===== src/rtl/pipelined_adder_if.sv =====
// pipelined_adder_if: operand/result bundle with valid/ready handshake for pipelined_adder
// ADDER_OVERFLOW_EN adds the Data_out_Overflow signal.
interface pipelined_adder_if #(
    parameter int WIDTH = 16
);
    logic [WIDTH-1:0] Data_in_A;
    logic [WIDTH-1:0] Data_in_B;
    logic             Data_in_C;
    logic             Data_in_Sub;
    logic             in_valid;
    logic             in_ready;
    logic [WIDTH-1:0] Data_out_Sum;
    logic             Data_out_Carry;
    logic             out_valid;
    logic             out_ready;
`ifdef ADDER_OVERFLOW_EN
    logic             Data_out_Overflow;
`endif
    modport master (
        output Data_in_A, Data_in_B, Data_in_C, Data_in_Sub, in_valid, out_ready,
        input  in_ready, Data_out_Sum, Data_out_Carry, out_valid
`ifdef ADDER_OVERFLOW_EN
        , input Data_out_Overflow
`endif
    );
    modport slave (
        input  Data_in_A, Data_in_B, Data_in_C, Data_in_Sub, in_valid, out_ready,
        output in_ready, Data_out_Sum, Data_out_Carry, out_valid
`ifdef ADDER_OVERFLOW_EN
        , output Data_out_Overflow
`endif
    );
endinterface


===== src/rtl/pipelined_adder.sv =====
// pipelined_adder: STAGES-deep chunked add/subtract with valid/ready flow control; ADDER_OVERFLOW_EN adds signed overflow.
module pipelined_adder #(
    parameter int WIDTH  = 16,
    parameter int STAGES = 4
) (
    input logic clk,
    input logic rst,
    pipelined_adder_if.slave io
);
    localparam int CW = WIDTH / STAGES;

    if (STAGES < 1 || WIDTH % STAGES != 0) begin : g_bad_cfg
        $error("pipelined_adder: WIDTH must be a multiple of STAGES and STAGES >= 1");
    end

    logic              stall;
    logic [WIDTH-1:0]  bx;
    logic              cin;
    logic [STAGES-1:0] v;
    logic [WIDTH-1:0]  sum;

    assign stall           = io.out_valid && !io.out_ready;
    assign io.in_ready     = !stall;
    assign bx              = io.Data_in_Sub ? ~io.Data_in_B : io.Data_in_B;
    assign cin             = io.Data_in_Sub ? ~io.Data_in_C : io.Data_in_C;
    assign io.out_valid    = v[STAGES-1];
    assign io.Data_out_Sum = sum;

    // valid bits shift one stage per unstalled edge
    always_ff @(posedge clk or posedge rst)
        if (rst) v <= '0;
        else if (!stall) v <= STAGES'({v, io.in_valid});

    for (genvar j = 0; j < STAGES; j++) begin : g
        logic [CW-1:0] a_op, b_op, s;
        logic          ci, co, co_q;
        logic [CW-1:0] sd [STAGES-j];
        if (j == 0) begin : g_skew
            assign a_op = io.Data_in_A[CW-1:0];
            assign b_op = bx[CW-1:0];
            assign ci   = cin;
        end else begin : g_skew
            logic [CW-1:0] ad [j];
            logic [CW-1:0] bd [j];
            // delay chunk j operands so they meet the carry from chunk j-1
            always_ff @(posedge clk or posedge rst)
                if (rst) begin
                    for (int k = 0; k < j; k++) begin
                        ad[k] <= '0;
                        bd[k] <= '0;
                    end
                end else if (!stall) begin
                    ad[0] <= io.Data_in_A[j*CW +: CW];
                    bd[0] <= bx[j*CW +: CW];
                    for (int k = 1; k < j; k++) begin
                        ad[k] <= ad[k-1];
                        bd[k] <= bd[k-1];
                    end
                end
            assign a_op = ad[j-1];
            assign b_op = bd[j-1];
            assign ci   = g[j-1].co_q;
        end
        assign {co, s} = {1'b0, a_op} + {1'b0, b_op} + {{CW{1'b0}}, ci};
        // register chunk carry and hold the chunk result until the top chunk catches up
        always_ff @(posedge clk or posedge rst)
            if (rst) begin
                co_q <= 1'b0;
                for (int k = 0; k < STAGES - j; k++) sd[k] <= '0;
            end else if (!stall) begin
                co_q  <= co;
                sd[0] <= s;
                for (int k = 1; k < STAGES - j; k++) sd[k] <= sd[k-1];
            end
        assign sum[j*CW +: CW] = sd[STAGES-1-j];
    end

    assign io.Data_out_Carry = g[STAGES-1].co_q;

`ifdef ADDER_OVERFLOW_EN
    // carry into MSB is a^b^s at the MSB, so overflow is that XOR carry out
    always_ff @(posedge clk or posedge rst)
        if (rst) io.Data_out_Overflow <= 1'b0;
        else if (!stall) io.Data_out_Overflow <= g[STAGES-1].a_op[CW-1] ^ g[STAGES-1].b_op[CW-1]
                                                ^ g[STAGES-1].s[CW-1] ^ g[STAGES-1].co;
`endif
endmodule


===== src/flat_wrapper.sv =====
// flat-port wrapper written by rule: the top's interface ports become plain ports
module pipelined_adder_flat 
#(
    parameter int WIDTH  = 16,
    parameter int STAGES = 4
)
  (clk, rst, io_Data_in_A, io_Data_in_B, io_Data_in_C, io_Data_in_Sub, io_in_valid, io_out_ready, io_in_ready, io_Data_out_Sum, io_Data_out_Carry, io_out_valid);
  pipelined_adder_if #(.WIDTH(WIDTH)) io_i ();
  input logic clk;
  input logic rst;
  input wire logic [$bits(io_i.Data_in_A)-1:0] io_Data_in_A;
  input wire logic [$bits(io_i.Data_in_B)-1:0] io_Data_in_B;
  input wire logic [$bits(io_i.Data_in_C)-1:0] io_Data_in_C;
  input wire logic [$bits(io_i.Data_in_Sub)-1:0] io_Data_in_Sub;
  input wire logic [$bits(io_i.in_valid)-1:0] io_in_valid;
  input wire logic [$bits(io_i.out_ready)-1:0] io_out_ready;
  output wire logic [$bits(io_i.in_ready)-1:0] io_in_ready;
  output wire logic [$bits(io_i.Data_out_Sum)-1:0] io_Data_out_Sum;
  output wire logic [$bits(io_i.Data_out_Carry)-1:0] io_Data_out_Carry;
  output wire logic [$bits(io_i.out_valid)-1:0] io_out_valid;
  assign io_i.Data_in_A = io_Data_in_A;
  assign io_i.Data_in_B = io_Data_in_B;
  assign io_i.Data_in_C = io_Data_in_C;
  assign io_i.Data_in_Sub = io_Data_in_Sub;
  assign io_i.in_valid = io_in_valid;
  assign io_i.out_ready = io_out_ready;
  assign io_in_ready = io_i.in_ready;
  assign io_Data_out_Sum = io_i.Data_out_Sum;
  assign io_Data_out_Carry = io_i.Data_out_Carry;
  assign io_out_valid = io_i.out_valid;
  pipelined_adder #(.WIDTH(WIDTH), .STAGES(STAGES)) u_core (.clk(clk), .rst(rst), .io(io_i));
endmodule

===== config.mk =====
export PLATFORM = sky130hd
export DESIGN_NAME = pipelined_adder_flat
export DESIGN_NICKNAME = d
export VERILOG_FILES = /design/src/rtl/pipelined_adder_if.sv /design/src/rtl/pipelined_adder.sv /design/src/flat_wrapper.sv
export SDC_FILE = /design/constraint.sdc
export NUM_CORES = 1
export LEC_CHECK = 0
export ABC_AREA = 1
export BUFFER_PORTS_ARGS = -buffer_cell sky130_fd_sc_hd__buf_2
export CAP_MARGIN = 20
export CORE_MARGIN = 2
export CORE_UTILIZATION = 25
export CTS_CLUSTER_DIAMETER = 80
export DETAILED_ROUTE_END_ITERATION = 12
export GPL_TIMING_DRIVEN = 0
export SYNTH_ARGS = -nofsm -noshare
export SYNTH_HDL_FRONTEND = slang
export SYNTH_SLANG_ARGS = --single-unit

===== constraint.sdc =====
create_clock -name clk -period 3.6 [get_ports clk]
set_clock_uncertainty 0.2 [all_clocks]
set_input_delay 0.36 -clock clk [delete_from_list [all_inputs] [get_ports clk]]
set_output_delay 0.36 -clock clk [all_outputs]
set_load 0.1 [all_outputs]

==> metrics.csv, run 1 <==
metric,value,unit
run status,completed,
Die Footprint,18410,µm²
post-synth top area share,55.43,%
WP data arrival,1.84,ns
worst path required time,3.04,ns
vias in the first global route,3287,
Synth area leader,dfrtp_1,
VDD IR-drop max,0.0004437,V
Synth Warn #,0,
worst hold endpoint,u_core.g[1].a_op[3],
boundary pin count,57,
"Reg clk slew, reported paths",0.07,ns
routed len/inst,12.25,µm
post-synthesis sequential area ratio,55.43,%
chip width,135.7,µm
worst r2r dst,u_core.g[2].co_q,
CTS Root Buffer Type,clkbuf_16,
Gate Count Post-Synth,483,
Net Sw Power,2.271,mW
Initial Util,25.32,%
"antenna viol nets, final",0,
Syn Nets,541,
Net Sw Frac,44.52,%
H-Tree Depth,3,
global-route wire length before repair,16.19,mm
"Async S/R FF share, synth",100.0,%
final WL,9.565,mm
Tmin final,2.404,ns
Post-CTS Resized,0,
Yosys reg bits,96,
Post-route DRC,0,
Max Fclk,416.0,MHz
FP Rows,48,
worst r2r src,u_core.g[2].b_op[0],
RSZ-0062 raised after global routing,no,
Setup-failing EPs final,0,
maximum clock insertion buffer count,2,
layout cells sized above 1,17.63,%
Final HPWL DP,6.787,mm
"EDFF count, synth",0,
Reg power frac,35.7,%
Slew headroom,58.68,%
Netlist Area Pre-Place,4334,µm²
internal power,2.831,mW
Hold Path Origin,io_Data_in_A[7],
LEAKAGE,2.720,nW
hold depth,3,
Tightest Pin Transition,0.6198,ns
Num CTS Buffers,9,
"top cells by count, synth","227 x nand2_1, 96 x dfrtp_1, 33 x o21ai_0",
most numerous cell in the Yosys netlist,nand2_1,
Final Hold Fails,0,
CP startpoint kind,flop,
largest cells by area after synthesis,"dfrtp_1 55%, nand2_1 20%, o21ai_0 3.8%",
P per Cell Area,972.5,nW/µm²
CP Capture Type,output port,
diode count,0,
vias after detailed routing,3194,
combinational fraction of design power,44.1,%
Layout Nets,609,
core area,17120,µm²
Worst R2R Path Depth,6,
CTS tree,done,
crit share post-route,66.78,%
Clock Power Share,20.2,%
Vias/cell,4.090,
Post-synth top flop,dfrtp_1,
Area Overhead vs Synth,21.04,%
fin. max-slew vios,0,
critical setup path kind,reg -> out,
placer congestion estimate,0.7238,
Clock Sinks,96,
Final Cell Area,5246,µm²
Setup TNS,0,ns
gr ovfl total,0,
Total GRT Usage,11.46,%
initial antenna violation count,0,
Mean Syn Cell Area,8.973,µm²
die height,135.7,µm
largest net degree at the start of global routing,51,
Crit Path Max Fanout,10,
Clock Latency Late Sink,0.35,ns
I/O Buffers,55,
worst min path class,in -> reg,
Placement Cell Area,4921,µm²
Max Cap Viol,0,
FF-to-FF setup slack,1.66,ns
Netlist cell types,17,
First-pass DRT Iterations,4,
DR iter-0 viols,209,
==> cells by family after synthesis <==
family          after synthesis  share of synthesized area [%]
simple gates                249                          22.11
flops                        96                          55.43
buf+inv                      58                          6.726
compound gates               41                          4.734
fa+ha+maj                    20                          7.159
xor+xnor                     19                          3.840
==> final cells by class <==
type	count	area, µm²
Fill cell	1821	11870
Sequential cell	96	2402
Multi-Input combinational cell	329	1640
Timing Repair Buffer	57	312.8
Tap cell	225	281.5
Clock buffer	13	250.2
Buffer	34	201.4
Inverter	24	92.59
Clock inverter	3	65.06
==> layer usage <==
| metal | track usage, % | vias to the layer above | part of all wire (%) |
|---|---|---|---|
| met1 | 15.08 | 1515 | 48 |
| li1 | - | 1610 | - |
| met5 | 0 | - | 0 |
| met3 | 3.068 | 13 | 4.9 |
| met2 | 17.59 | 56 | 45 |
| met4 | 5.266 | 0 | 2.4 |
==> placed cells by master (no fill, tap or decap), drive strengths merged <==
master and n:
a21oi 8, buf 82, bufinv 2, clkbuf 21, clkinv 1, dfrtp 96
dlygate4sd3 1, fa 8, ha 12, inv 24, nand2 227, nand3 13
nor2 9, o21ai 33, xnor2 13, xor2 6
==> worst max-delay path, cell delays in order (launching register included) <==
cell and delay (ns):
dfrtp_1 0.38, inv_1 0.09, nor2_4 0.07, inv_2 0.07, clkbuf_1 0.37, buf_2 0.52
==> power groups by stage <==
stage	combinational (mW)	sequential (mW)	clock, mW
finish	2.25	1.82	1.03
global route	2.52	1.90	1.10
CTS	2.29	1.83	1.05
detailed placement	2.27	1.84	0
global placement	2.24	1.84	0
floorplan	1.59	2.02	0
==> stage by stage <==
stage                     cells  power (mW)  hold WS, ns  setup slack, ns  utilization, %
after global routing        781       5.513     0.003843            1.076           30.65
after CTS                   781       5.168     0.002021            1.185           30.65
after detailed placement    764       4.110       0.2384            1.177           28.75
after global placement      763       4.075       0.2370          -0.7668           28.57
final                       781       5.102     0.004201            1.196           30.65
after floorplan             483       3.614       0.2198           0.5346               -
==> worst max-delay path by stage <==
| stage | from | endpoint | slack, ns | depth (start not counted) |
|---|---|---|---|---|
| after detailed placement | io_Data_in_Sub | u_core.g[0].co_q | 1.18 | 9 |
| after floorplan | rst | u_core.g[0].co_q | 0.53 | 1 |
| after CTS | u_core.v[3] | io_in_ready | 1.19 | 5 |
| after global routing | u_core.v[3] | io_in_ready | 1.08 | 5 |
| final | u_core.v[3] | io_in_ready | 1.20 | 5 |
| after global placement | rst | u_core.io.Data_out_Sum[5] | -0.77 | 2 |
==> sequential cells by signal, summed over array words and instances (netlist names) <==
name / count
u_core.g.co_q: 3
u_core.io.Data_out_Sum: 12
u_core.g.g_skew.ad: 12
u_core.v: 4
u_core.g.b_op: 12
u_core.g.a_op: 12
u_core.io.Data_out_Carry: 1
u_core.g.g_skew.bd: 12
u_core.g.sd: 28
==> timing repair <==
action | in CTS | in global routing
setup endpoints to repair | 0 | 0
hold buffers | 1 | 0
endpoints found under the hold margin | 46 | 0
setup buffers | 0 | 0
Power figures use the tool's default switching activity.
==> run 2: changes to the inputs <==
Clock period 3.6 ns to 2.1 ns, I/O delays scaled along.
==> metrics.csv, run 2 (same netlist as run 1, synthesis figures left out) <==
metric,value,unit
Crit Path Max Fanout,2,
setup ws final,0.1424,ns
Vias/cell,4.025,
run status,completed,
P per Cell Area,1604,nW/µm²
chip width,135.7,µm
placer congestion estimate,0.7246,
Final Util,32.08,%
Max Fclk,510.8,MHz
CP Capture Type,flop,
Final Cell Area,5492,µm²
worst path required time,2.11,ns
DR iter-0 viols,190,
"Most flops, register",u_core.g.sd,
Worst path depth,6,
most frequent cells in the layout,"227 x nand2_1, 95 x dfrtp_1, 65 x buf_2, 33 x o21ai_0, 23 x dlygate4sd3_1",
"Reg clk slew, reported paths",0.07,ns
routed len/inst,11.99,µm
"slowest stage delay, CP",0.47,ns
Crit-path slowest cell,fa_1,
vias after detailed routing,3236,
CP startpoint kind,flop,
worst min path class,in -> reg,
Num CTS Buffers,9,
Area Overhead vs Synth,26.70,%
Initial Util,25.32,%
FF-to-FF setup slack,0.14,ns
gr ovfl total,0,
global-route wire length before repair,16.91,mm
worst r2r src,u_core.g[2].b_op[0],
Placement Cell Area,4940,µm²
Setup-failing EPs final,0,
RSZ-0062 raised after global routing,no,
First-pass DRT Iterations,4,
Largest register FFs,28,
VDD IR-drop max,0.0007465,V
Worst Setup SP,u_core.g[2].b_op[0],
Clock Sinks,96,
Tightest Pin Transition,0.7480,ns
I/O Buffers,55,
"antenna viol nets, final",0,
crit share post-route,93.22,%
Worst Setup EP,u_core.g[2].co_q,
WP data arrival,1.97,ns
final WL,9.642,mm
diode count,0,
worst r2r dst,u_core.g[2].co_q,
layout cells sized above 1,17.96,%
fin. max-slew vios,0,
Die Footprint,18410,µm²
Total GRT Usage,11.82,%
initial antenna violation count,0,
largest net degree at the start of global routing,36,
Tmin final,1.958,ns
worst-path cell chain,fa_1 > fa_1 > nand3_1 > nand2_1 > nand2_1 > o21ai_0,
Layout Nets,632,
Buf/Inv on CP,0,
CTS Root Buffer Type,clkbuf_16,
critical setup path kind,reg -> reg,
CTS tree,done,
"commonest non-fill, non-tap cell in the layout",nand2_1,
maximum clock insertion buffer count,2,
die height,135.7,µm
H-Tree Depth,3,
LEAKAGE,2.816,nW
Slew headroom,50.03,%
Clock Latency Late Sink,0.34,ns
Setup TNS,0,ns
core area,17120,µm²
Worst R2R Path Depth,6,
vias in the first global route,3437,
pre-CTS setup slack,-0.1171,ns
Post-route DRC,0,
boundary pin count,57,
kind of cell adding the most delay to the critical path,adder cells,
Final Hold Fails,0,
Max Cap Viol,0,
Final HPWL DP,6.886,mm
FP Rows,48,
## run 2: cell count changes in the layout (fill, tap and decap cells not counted), moves of 2 or more
cell and delta:
dlygate4sd3_1 +22, inv_6 +2, clkinvlp_4 +2, buf_12 +2
clkbuf_1 -3
## run 2: layout make-up
type | instances | area, µm²
tap | 225 | 281.5
buffer | 34 | 202.7
timing repair buffer | 80 | 548.0
fill | 1814 | 11620
sequential | 96 | 2404
inverter | 24 | 93.84
clock inverter | 6 | 90.09
clock buffer | 10 | 229.0
multi-input combinational | 329 | 1643
## run 2: how the worst min path moves through the flow
stage          slack, ns                        to  cells past startpoint              from
2_1_floorplan       0.12       u_core.g[1].a_op[0]                      2   io_Data_in_A[4]
3_3_place_gp        0.21       u_core.g[1].a_op[3]                      3   io_Data_in_A[7]
3_5_place_dp        0.18         u_core.g[3].sd[3]                      2               rst
4_1_cts             0.01  u_core.g[2].g_skew.bd[7]                      3  io_Data_in_B[11]
5_1_grt             0.02  u_core.g[3].g_skew.bd[8]                      3  io_Data_in_B[12]
6_report           0.002  u_core.g[3].g_skew.bd[8]                      3  io_Data_in_B[12]
## run 2: power by group
group / switching (mW) / internal (mW) / leakage, nW
registers: 0.453 / 2.67 / 1.16
clock network: 0.743 / 1.05 / 0.153
logic: 2.76 / 1.13 / 1.50
total: 3.95 / 4.86 / 2.82
## run 2: worst register-to-register path, cell delays in order, from the launching register on
cell and delay (ns):
dfrtp_1 0.40, fa_1 0.47, fa_1 0.43, nand3_1 0.11, nand2_1 0.07, nand2_1 0.06, o21ai_0 0.09
## run 2: timing repair
item | in CTS | in global routing
setup endpoints to repair | 1 | 0
hold endpoints to repair | 54 | 0
gates resized for setup | 1 | 0
setup buffers | 0 | 0
hold buffers | 23 | 0
## run 2: routing by layer
| metal | vias up | GRT usage, % | wire length, µm |
|---|---|---|---|
| li1 | 1655 | - | - |
| met1 | 1520 | 15.65 | 4788 |
| met2 | 49 | 19.19 | 4339 |
| met3 | 12 | 2.357 | 323 |
| met4 | 0 | 4.340 | 190 |
| met5 | - | 0 | 0 |
## run 2: per-stage QoR
stage               hold WS, ns  total power [mW]  cells
floorplan                0.1196             6.199    483
global placement         0.2054             6.990    763
detailed placement       0.1830             7.058    765
CTS                    0.009786             8.920    804
global route            0.02029             9.551    804
finish                 0.001730             8.808    804
==> run 3: changes to the inputs <==
Settings changed: CAP_MARGIN 20 to not set, MAX_ROUTING_LAYER set to met4.
Clock period 2.1 ns to 1.7 ns, I/O delays scaled along.
==> metrics.csv, run 3 (same netlist as run 1, synthesis figures left out) <==
metric,value,unit
M1 WL,4.853,mm
"commonest non-fill, non-tap cell in the layout",nand2_1,
CP Capture Type,flop,
routed len/inst,12.14,µm
Clock Latency Late Sink,0.34,ns
die height,135.7,µm
maximum clock insertion buffer count,2,
worst r2r src,u_core.g[1].co_q,
fin. max-slew vios,0,
worst min path class,in -> reg,
"Most flops, register",u_core.g.sd,
Tot Pwr,11.09,mW
worst r2r dst,u_core.g[2].co_q,
DR top layer,met4,
WL met2,4.571,mm
LEAKAGE,2.907,nW
run status,"complete, but fails checks",
initial antenna violation count,0,
gr ovfl total,0,
I/O Buffers,55,
Setup-failing EPs final,7,
chip width,135.7,µm
Final Hold Fails,0,
final WL,9.942,mm
Area Overhead vs Synth,31.90,%
Worst R2R Path Depth,6,
Post-route DRC,0,
register area,2404,µm²
boundary pin count,57,
Slew headroom,56.46,%
CP startpoint kind,flop,
final std cells w/o fill,819,
Worst Setup EP,u_core.g[2].co_q,
Final Cell Area,5717,µm²
diode count,0,
vias after detailed routing,3311,
layout cells sized above 1,23.23,%
fillers,1789,
Die Footprint,18410,µm²
Num CTS Buffers,9,
Final HPWL DP,6.891,mm
RSZ-0062 raised after global routing,yes,
FP Rows,48,
Met3 Wirelength,355,µm
Clock Sinks,96,
DR iter-0 viols,132,
vias in the first global route,3359,
P per Cell Area,1940,nW/µm²
"antenna viol nets, final",0,
failing checks,setup timing,
Initial Util,25.32,%
CTS tree,done,
Max Fclk,557.4,MHz
crit share post-route,105.5,%
VDD IR-drop max,0.0009810,V
H-Tree Depth,3,
critical setup path kind,reg -> reg,
Worst Setup SP,u_core.g[1].co_q,
WP data arrival,1.81,ns
worst path required time,1.72,ns
global-route wire length before repair,16.88,mm
CTS Root Buffer Type,clkbuf_16,
Tmin final,1.794,ns
Max Cap Viol,0,
placer congestion estimate,0.7473,
largest net degree at the start of global routing,37,
Setup TNS,-0.2994,ns
Total GRT Usage,12.14,%
core area,17120,µm²
Inst Count DP,765,
Largest register FFs,28,
Crit Path Max Fanout,2,
setup ws final,-0.09421,ns
Tightest Pin Transition,0.6518,ns
FF-to-FF setup slack,-0.09,ns
Layout Nets,647,
multi-input combinational cell area,1709,µm²
Vias/cell,4.043,
Placement Cell Area,5026,µm²
First-pass DRT Iterations,4,
"Reg clk slew, reported paths",0.06,ns
most frequent cells in the layout,"223 x nand2_1, 95 x dfrtp_1, 59 x buf_2, 29 x dlygate4sd3_1, 25 x o21ai_0",
-- run 3: changes by cell type in the layout (fill, tap and decap cells not counted), moves of 4 or more --
cell,before,now
dlygate4sd3_1,23,29
fa_1,7,0
buf_6,1,6
nand2_1,227,223
o21ai_0,33,25
buf_4,15,22
buf_2,65,59
fa_2,1,8
o21ai_1,0,6
inv_2,1,6
inv_1,22,17
nand2_2,0,4
-- run 3: worst min path at each step --
| stage | from | to | cells after the start | slack, ns |
|---|---|---|---|---|
| global placement | io_Data_in_A[9] | u_core.g[2].g_skew.ad[5] | 3 | 0.17 |
| finish | io_Data_in_Sub | u_core.g[2].g_skew.bd[7] | 3 | 0.01 |
| detailed placement | rst | u_core.io.Data_out_Sum[8] | 2 | 0.1 |
| CTS | io_Data_in_Sub | u_core.g[2].g_skew.bd[7] | 3 | 0.02 |
| global route | io_Data_in_Sub | u_core.g[2].g_skew.bd[7] | 3 | 0.05 |
| floorplan | io_Data_in_A[4] | u_core.g[1].a_op[0] | 2 | 0.08 |
-- run 3: routing by layer --
metal	up-vias	GRT usage [%]
li1	1691	-
met1	1552	15.88
met2	54	18.38
met3	14	3.591
met4	0	3.299
met5	-	-
-- run 3: timing repair --
| item | CTS | global route |
|---|---|---|
| hold buffers | 29 | 0 |
| resized for setup | 20 | 13 |
| pin swaps | 6 | 8 |
| hold endpoints to repair | 50 | 0 |
| setup buffers | 3 | 6 |
| endpoints found under the setup margin | 13 | 16 |
-- run 3: stage by stage --
stage / utilization (%) / setup WS [ns] / hold WS [ns]
global route: 33.40 / -0.1690 / 0.05019
floorplan: - / -0.1940 / 0.07962
finish: 33.40 / -0.09421 / 0.01396
CTS: 32.95 / -0.08246 / 0.02487
global placement: 29.13 / -0.6566 / 0.1655
detailed placement: 29.36 / -0.3353 / 0.09599
-- run 3: power by group --
group,internal [mW],switching [mW],leakage (nW),total [mW]
Clock,1.02,0.833,0.136,1.86
Combinational,1.77,3.57,1.61,5.34
Sequential,3.30,0.591,1.16,3.90
Total,6.10,5.00,2.91,11.1
-- run 3: critical path: stages (launching register included) --
cell,delay [ns]
dfrtp_1,0.41
fa_2,0.43
fa_2,0.38
nand3_2,0.09
nand2_2,0.05
nand2_1,0.05
o21ai_1,0.06
-- run 3: final cells by class --
cell class / instances / share of cell area (%)
Clock buffer: 12 / 4.312
Inverter: 24 / 1.641
Sequential cell: 96 / 42.04
Multi-Input combinational cell: 329 / 29.90
Buffer: 34 / 4.793
Clock inverter: 4 / 0.3502
Tap cell: 225 / 4.924
Timing Repair Buffer: 95 / 12.04
